`config.mk`:
```
export PLATFORM = sky130hd
export DESIGN_NAME = chn_trigger
export DESIGN_NICKNAME = d
export VERILOG_FILES = /design/src/rtl/chn_trigger.sv
export SDC_FILE = /design/constraint.sdc
export NUM_CORES = 1
export LEC_CHECK = 0
export BUFFER_PORTS_ARGS = -buffer_cell sky130_fd_sc_hd__buf_2
export CELL_PAD_IN_SITES_DETAIL_PLACEMENT = 1
export CELL_PAD_IN_SITES_GLOBAL_PLACEMENT = 2
export CORE_MARGIN = 1
export CORE_UTILIZATION = 35
export CTS_CLUSTER_DIAMETER = 100
export DETAILED_ROUTE_END_ITERATION = 10
export PLACE_DENSITY = 0.81
export SKIP_CTS_REPAIR_TIMING = 1
export SYNTH_ARGS = -nofsm -noshare
export SYNTH_HDL_FRONTEND = slang
export SYNTH_SLANG_ARGS = --single-unit
```
`constraint.sdc`:
```
create_clock -name clk -period 6.25 [get_ports clk]
set_clock_uncertainty 0.1 [all_clocks]
set_input_delay 0.9375 -clock clk [delete_from_list [all_inputs] [get_ports clk]]
set_output_delay 0.9375 -clock clk [all_outputs]
set_load 0.02 [all_outputs]
```
`src/rtl/chn_trigger.sv`:
```
// Multi-channel threshold trigger with per-channel holdoff/re-arm FSMs and a stall-tolerant hit output.
// Optional re-arm hysteresis is enabled by defining CHN_TRIGGER_HYST_EN.
module chn_trigger #(
  parameter int BITS     = 8,
  parameter int CHANNELS = 2,
  parameter int HOLDOFF  = 4,
  parameter int HYST     = 2
) (
  input  logic                         clk,
  input  logic                         rst,
  input  logic                         in_valid,
  input  logic [CHANNELS*(BITS+1)-1:0] chn_values,
  input  logic signed [BITS:0]         threshold,
  output logic [CHANNELS-1:0]          hit,
  output logic                         hit_valid,
  input  logic                         hit_ready,
  output logic                         overflow,
  output logic [CHANNELS-1:0]          armed
);

  localparam int W = BITS + 1;
  localparam logic signed [BITS+1:0] HYST_L = (BITS+2)'(HYST);
`ifdef CHN_TRIGGER_HYST_EN
  localparam bit HYST_EN = 1'b1;
`else
  localparam bit HYST_EN = 1'b0;
`endif
  localparam logic signed [BITS+1:0] HYST_EFF = HYST_EN ? HYST_L : '0;

  typedef enum logic [1:0] {ARMED, HOLD, WAIT_LOW} state_t;

  state_t                state_q [CHANNELS];
  state_t                state_d [CHANNELS];
  logic [7:0]            cnt_q   [CHANNELS];
  logic [7:0]            cnt_d   [CHANNELS];
  logic signed [BITS:0]  smp     [CHANNELS];
  logic signed [BITS+1:0] thr_ext;
  logic signed [BITS+1:0] rearm_lvl;
  logic [CHANNELS-1:0]   fire;
  logic [CHANNELS-1:0]   pend;

  // One extra bit keeps threshold-HYST from wrapping near the negative limit.
  assign thr_ext   = {threshold[BITS], threshold};
  assign rearm_lvl = thr_ext - HYST_EFF;

  always_comb begin
    for (int i = 0; i < CHANNELS; i++) begin
      smp[i] = $signed(chn_values[i*W +: W]);
    end
  end

  always_ff @(posedge clk) begin
    for (int i = 0; i < CHANNELS; i++) begin
      if (rst) begin
        state_q[i] <= ARMED;
        cnt_q[i]   <= '0;
      end else begin
        state_q[i] <= state_d[i];
        cnt_q[i]   <= cnt_d[i];
      end
    end
  end

  always_comb begin
    for (int i = 0; i < CHANNELS; i++) begin
      state_d[i] = state_q[i];
      cnt_d[i]   = cnt_q[i];
      case (state_q[i])
        ARMED: begin
          if (fire[i]) begin
            state_d[i] = HOLD;
            cnt_d[i]   = 8'(HOLDOFF - 1);
          end
        end
        HOLD: begin
          if (cnt_q[i] == 8'd0) state_d[i] = WAIT_LOW;
          else                  cnt_d[i]   = cnt_q[i] - 8'd1;
        end
        WAIT_LOW: begin
          if (in_valid && ($signed({smp[i][BITS], smp[i]}) < rearm_lvl)) state_d[i] = ARMED;
        end
        default: state_d[i] = ARMED;
      endcase
    end
  end

  always_comb begin
    for (int i = 0; i < CHANNELS; i++) begin
      armed[i] = (state_q[i] == ARMED);
      fire[i]  = (state_q[i] == ARMED) && in_valid && (smp[i] >= threshold);
    end
  end

  // Handshake: a word transfers on any edge where hit_valid && hit_ready; while
  // hit_valid && !hit_ready, hit/hit_valid hold and new fires collect in pend.
  always_ff @(posedge clk) begin
    if (rst) begin
      hit       <= '0;
      hit_valid <= 1'b0;
      pend      <= '0;
      overflow  <= 1'b0;
    end else if (!hit_valid) begin
      hit       <= fire;
      hit_valid <= |fire;
    end else begin
      if (|(pend & fire)) overflow <= 1'b1;
      if (hit_ready) begin
        hit       <= pend | fire;
        hit_valid <= |(pend | fire);
        pend      <= '0;
      end else begin
        pend      <= pend | fire;
      end
    end
  end

endmodule

```
# Word level (Yosys, flattened, before mapping)

Memories as Yosys holds them, arrays and structs flattened.
Index checks and enable logic that the tools add are counted.

Memories: 2
Logic and storage cells: 63
Output and inout port bits: 6
Register bits after elaboration: 6
Bits of input ports: 31
RAM bits: 20

Add/subtract/negate cells: 2
Reduce and logical (&&, ||, !) cells: 14
$lt $le $gt $ge: 4
Bitwise gates (word level): 6
Equal/unequal tests: 5
Multiplexer cells: 26

Memory list:

| name    | depth | bits a word | rd ports | clocked after memory_dff | write ports | line | source |
|---|---|---|---|---|---|---|---|
| cnt_q   | 2     | 8           | 2        | 0                        | 2           | 34   | `logic [7:0] cnt_q [CHANNELS];` |
| state_q | 2     | 2           | 2        | 0                        | 2           | 32   | `state_t state_q [CHANNELS];` |

Operators with widths:

| operator            | count |
|---|---|
| $mux 8              | 6 |
| $pmux 8 s2          | 2 |
| $mux 2              | 11 |
| $ge 9x9->1          | 2 |
| $lt 9x9->1          | 2 |
| $logic_not 8->1     | 2 |
| $sub 8x1->8 const B | 2 |
| $pmux 2 s3          | 2 |
| $logic_and 1x1->1   | 6 |
| $reduce_or 2->1     | 3 |
| $mux 1              | 5 |
| $eq 2x1->1 const B  | 2 |
| $eq 2x2->1 const B  | 2 |
| $logic_not 2->1     | 2 |
| $or 1x1->1          | 4 |
| $and 2x2->2         | 1 |
| $ne 2x1->1 const B  | 1 |
| $or 2x2->2          | 1 |
| $reduce_and 2->1    | 1 |

# Logic depth before layout (Yosys ltp)

Depth in word-level cells: 7
Depth in mapped cells: 7
Mapped depth without buffers: 7

# Worst setup path after synthesis

No wires, ideal clock.

Kind: input port to flip-flop
Start point: input threshold[6]
End point: memory cnt_q[0][0]
Stages on the path: 7
Required time: 6.030 ns
Path buffers: 0
Path slack: 3.583 ns
Arrival: 2.447 ns
Cells stage by stage: inv_1 ha_1 a21o_1 a2111oi_4 a22oi_4 o21a_4 o31a_1

RTL lines:

| item               | line | source |
|---|---|---|
| start: declaration | 13   | `input logic signed [BITS:0] threshold,` |
| end: declaration   | 34   |  |

==> impl_metrics.env <==
export IMPL_synth_edf_count=0
export IMPL_viasPerCell=5.206
export IMPL_hp_class="reg2reg"
export IMPL_r2r_end="cnt_q[1][5]$_SDFFE_PP0P_"
export IMPL_hold_viol_final=0
export IMPL_firstDrtPassIters=4
export IMPL_ys_seq_area_share_pct=28.17
export IMPL_arrival_ns=2.61
export IMPL_worstMarginPinSlew_ns=0.5015
export IMPL_max_stage_delay_ns=0.40
export IMPL_ff2ff_path_depth=4
export IMPL_end_kind="flip-flop"
export IMPL_antenna_found_initial=0
export IMPL_synth_nets=265
export IMPL_cp_start_kind="input port"
export IMPL_routedWlPerCell_um=13.66
export IMPL_ys_flop_type="dfxtp_1"
export IMPL_grt_pass1_wl_mm=7.093
export IMPL_fmax_mhz=393.9
export IMPL_layout_cells_non_filler=315
export IMPL_final_nets=299
export IMPL_finalSetupViolCount=0
export IMPL_r2r_start="state_q[1][0]$_SDFFE_PP0P_"
export IMPL_placed_cells=311
export IMPL_crit_fanout=7
export IMPL_track_usage_pct=16.59
export IMPL_p_sw_share_pct=35.41
export IMPL_p_clk_share_pct=25.9
export IMPL_numCtsBuffers=3
export IMPL_ir_worst_vdd_v=0.0001454
export IMPL_dpl_worst_slack_ns=3.388
export IMPL_die_h_um=74.67
export IMPL_io_buffers=36
export IMPL_overflow=0
export IMPL_slew_limit_headroom_pct=66.56
export IMPL_drive_above_1_share_pct=22.04
export IMPL_placement_rows=26
export IMPL_fin_setup_tns_ns=0
export IMPL_p_sw_mw=0.1932
export IMPL_r2r_slack_ns=4.37
export IMPL_power_mw=0.5456
export IMPL_required_ns=6.33
export IMPL_intPower_mw=0.3524
export IMPL_critPathKind="in2reg"
export IMPL_slowest_stage="a2111oi_4"
export IMPL_antenna_left=0
export IMPL_clk_latency_ns=0.28
export IMPL_ys_async_sr_fraction_pct=0
export IMPL_rsz0062_at_grt="false"
export IMPL_ctsRootBufferMaster="clkbuf_8"
export IMPL_clkTransAtPathRegs_ns=0.10
export IMPL_synth_top_cell_area_share_pct=28.17
export IMPL_setup_worst_path_end="cnt_q[0][0]$_SDFFE_PP0P_"
export IMPL_leakagePower_nw=0.8935
export IMPL_period_share_pct=40.61
export IMPL_outcome="finished clean"
export IMPL_clock_path_buffers=2
export IMPL_num_io_pins=37
export IMPL_fin_crit_ns=2.538
export IMPL_initial_core_util_pct=36.18
export IMPL_die_area_um2=5575
export IMPL_pwr_share_comb_pct=35.4
export IMPL_powerDensity_nw_per_um2=253.3
export IMPL_core_area_um2=5107
export IMPL_whs_ns=0.4023
export IMPL_synth_area_leaders="dfxtp_1 28%, ha_1 15%, inv_1 4.5%"
export IMPL_synth_top_area_cell="dfxtp_1"
export IMPL_slew_violations=0
export IMPL_die_x_um=74.67
export IMPL_cap_violations=0
export IMPL_grt_max_degree=27
export IMPL_cts_num_sinks=26
export IMPL_detail_route_drc_violations=0
export IMPL_drt_iter0_drc=41
export IMPL_ys_ff_latch=26
export IMPL_area_delta_synth_final_pct=16.59
export IMPL_htreeDepth=1
export IMPL_syn_area_um2=1848
export IMPL_p_seq_share_pct=38.7
export IMPL_ys_types=45
export IMPL_setup_ws_ns=3.712
export IMPL_final_area_um2=2155
export IMPL_placed_area_um2=2083
export IMPL_hpwl_mm=3.396
export IMPL_syn_area_per_cell_um2=8.717
export IMPL_final_util_pct=42.19
export IMPL_path_cells="buf_2, inv_1, ha_1, a21o_1, a2111oi_4, a22oi_4, o21a_4, o31a_1"
export IMPL_routed_wirelength_mm=4.302
export IMPL_syn_inst=212
export IMPL_grt_pass1_vias=1565
export IMPL_routabilityCongestion=0.7616
export IMPL_routed_via_count=1640
export IMPL_startpoint="threshold[6]"
export IMPL_synth_warnings=0
export IMPL_cts_tree="yes"
export IMPL_n_antenna_cell=0
-- how the worst min path moves through the flow --
stage | startpoint | end | slack (ns) | cells after the start
after global placement | hit[0]$_SDFFE_PP0P_ | hit[0]$_SDFFE_PP0P_ | 0.39 | 2
after global routing | hit[1]$_SDFFE_PP0P_ | hit[1]$_SDFFE_PP0P_ | 0.42 | 2
after detailed placement | cnt_q[1][7]$_SDFFE_PP0P_ | cnt_q[1][7]$_SDFFE_PP0P_ | 0.39 | 2
after CTS | cnt_q[1][7]$_SDFFE_PP0P_ | cnt_q[1][7]$_SDFFE_PP0P_ | 0.41 | 2
final | cnt_q[1][7]$_SDFFE_PP0P_ | cnt_q[1][7]$_SDFFE_PP0P_ | 0.40 | 2
after floorplan | pend[0]$_SDFFE_PP0P_ | pend[0]$_SDFFE_PP0P_ | 0.37 | 2
-- synth_stat cells, drive strengths merged (3+ instances only) --
| master | number |
|---|---|
| nor2 | 15 |
| a22oi | 3 |
| o211ai | 11 |
| nor4 | 4 |
| a211oi | 5 |
| nand4 | 5 |
| buf | 4 |
| xor2 | 6 |
| clkbuf | 4 |
| nand3 | 6 |
| nand2 | 10 |
| ha | 22 |
| or3 | 4 |
| dfxtp | 26 |
| nor3 | 8 |
| a31oi | 7 |
| a21oi | 16 |
| o21ai | 6 |
| inv | 22 |
| o21a | 3 |
| a21o | 3 |
-- logic make-up after synthesis --
family / share of synthesized area [%]
flops: 28.17
xor+xnor: 2.844
mux: 0.5417
fa+ha+maj: 14.89
buf+inv: 6.634
simple gates: 18.69
compound gates: 28.23
-- power groups by stage --
stage                     Clock [mW]  Sequential, mW  Combinational [mW]
after floorplan                    0           0.210               0.149
after global placement             0           0.215               0.190
after detailed placement           0           0.215               0.193
after CTS                      0.145           0.211               0.196
after global routing           0.152           0.215               0.219
final                          0.141           0.211               0.193
-- layout make-up --
cell class | count | area, um2
clock buffers | 3 | 41.29
clock inverters | 1 | 30.03
fillers | 637 | 2953
inverters | 22 | 82.58
multi-input cells | 156 | 1205
flip-flops and latches | 26 | 520.5
well taps | 70 | 87.58
repair buffers | 37 | 187.7
-- registers in the layout, summed over array words and instances, names as in the netlist --
register,count
cnt_q,16
state_q,4
hit,2
pend,2
hit_valid,1
overflow,1
-- critical path: cells and delay by family --
family	cells	cell delay, ns
AOI/OAI and AO/OA	5	1.27
adders and majority gates	1	0.28
buffers and inverters	2	0.12
-- cell usage in the layout, fill, tap and decap left out, types with 3 or more instances in the layout --
cell | netlist | final
buf_2 | 1 | 36
dfxtp_1 | 26 | 26
inv_1 | 22 | 22
ha_1 | 22 | 22
a21oi_1 | 16 | 16
nor2_1 | 15 | 15
nand2_1 | 10 | 10
o211ai_1 | 10 | 10
nor3_1 | 8 | 8
a31oi_1 | 7 | 7
xor2_1 | 6 | 6
nand3_1 | 6 | 6
nand4_1 | 5 | 5
a211oi_1 | 5 | 5
or3_1 | 4 | 4
o21ai_0 | 4 | 4
a21o_1 | 3 | 3
clkbuf_8 | 0 | 3
-- routing by layer --
layer / wire length, um / track usage [%] / up-vias
li1: - / - / 848
met1: 2281 / 23.72 / 757
met2: 1833 / 26.53 / 31
met3: 154 / 2.677 / 4
met4: 32 / 3.145 / 0
met5: 0 / 0 / -
(Power assumes the default switching activity.)
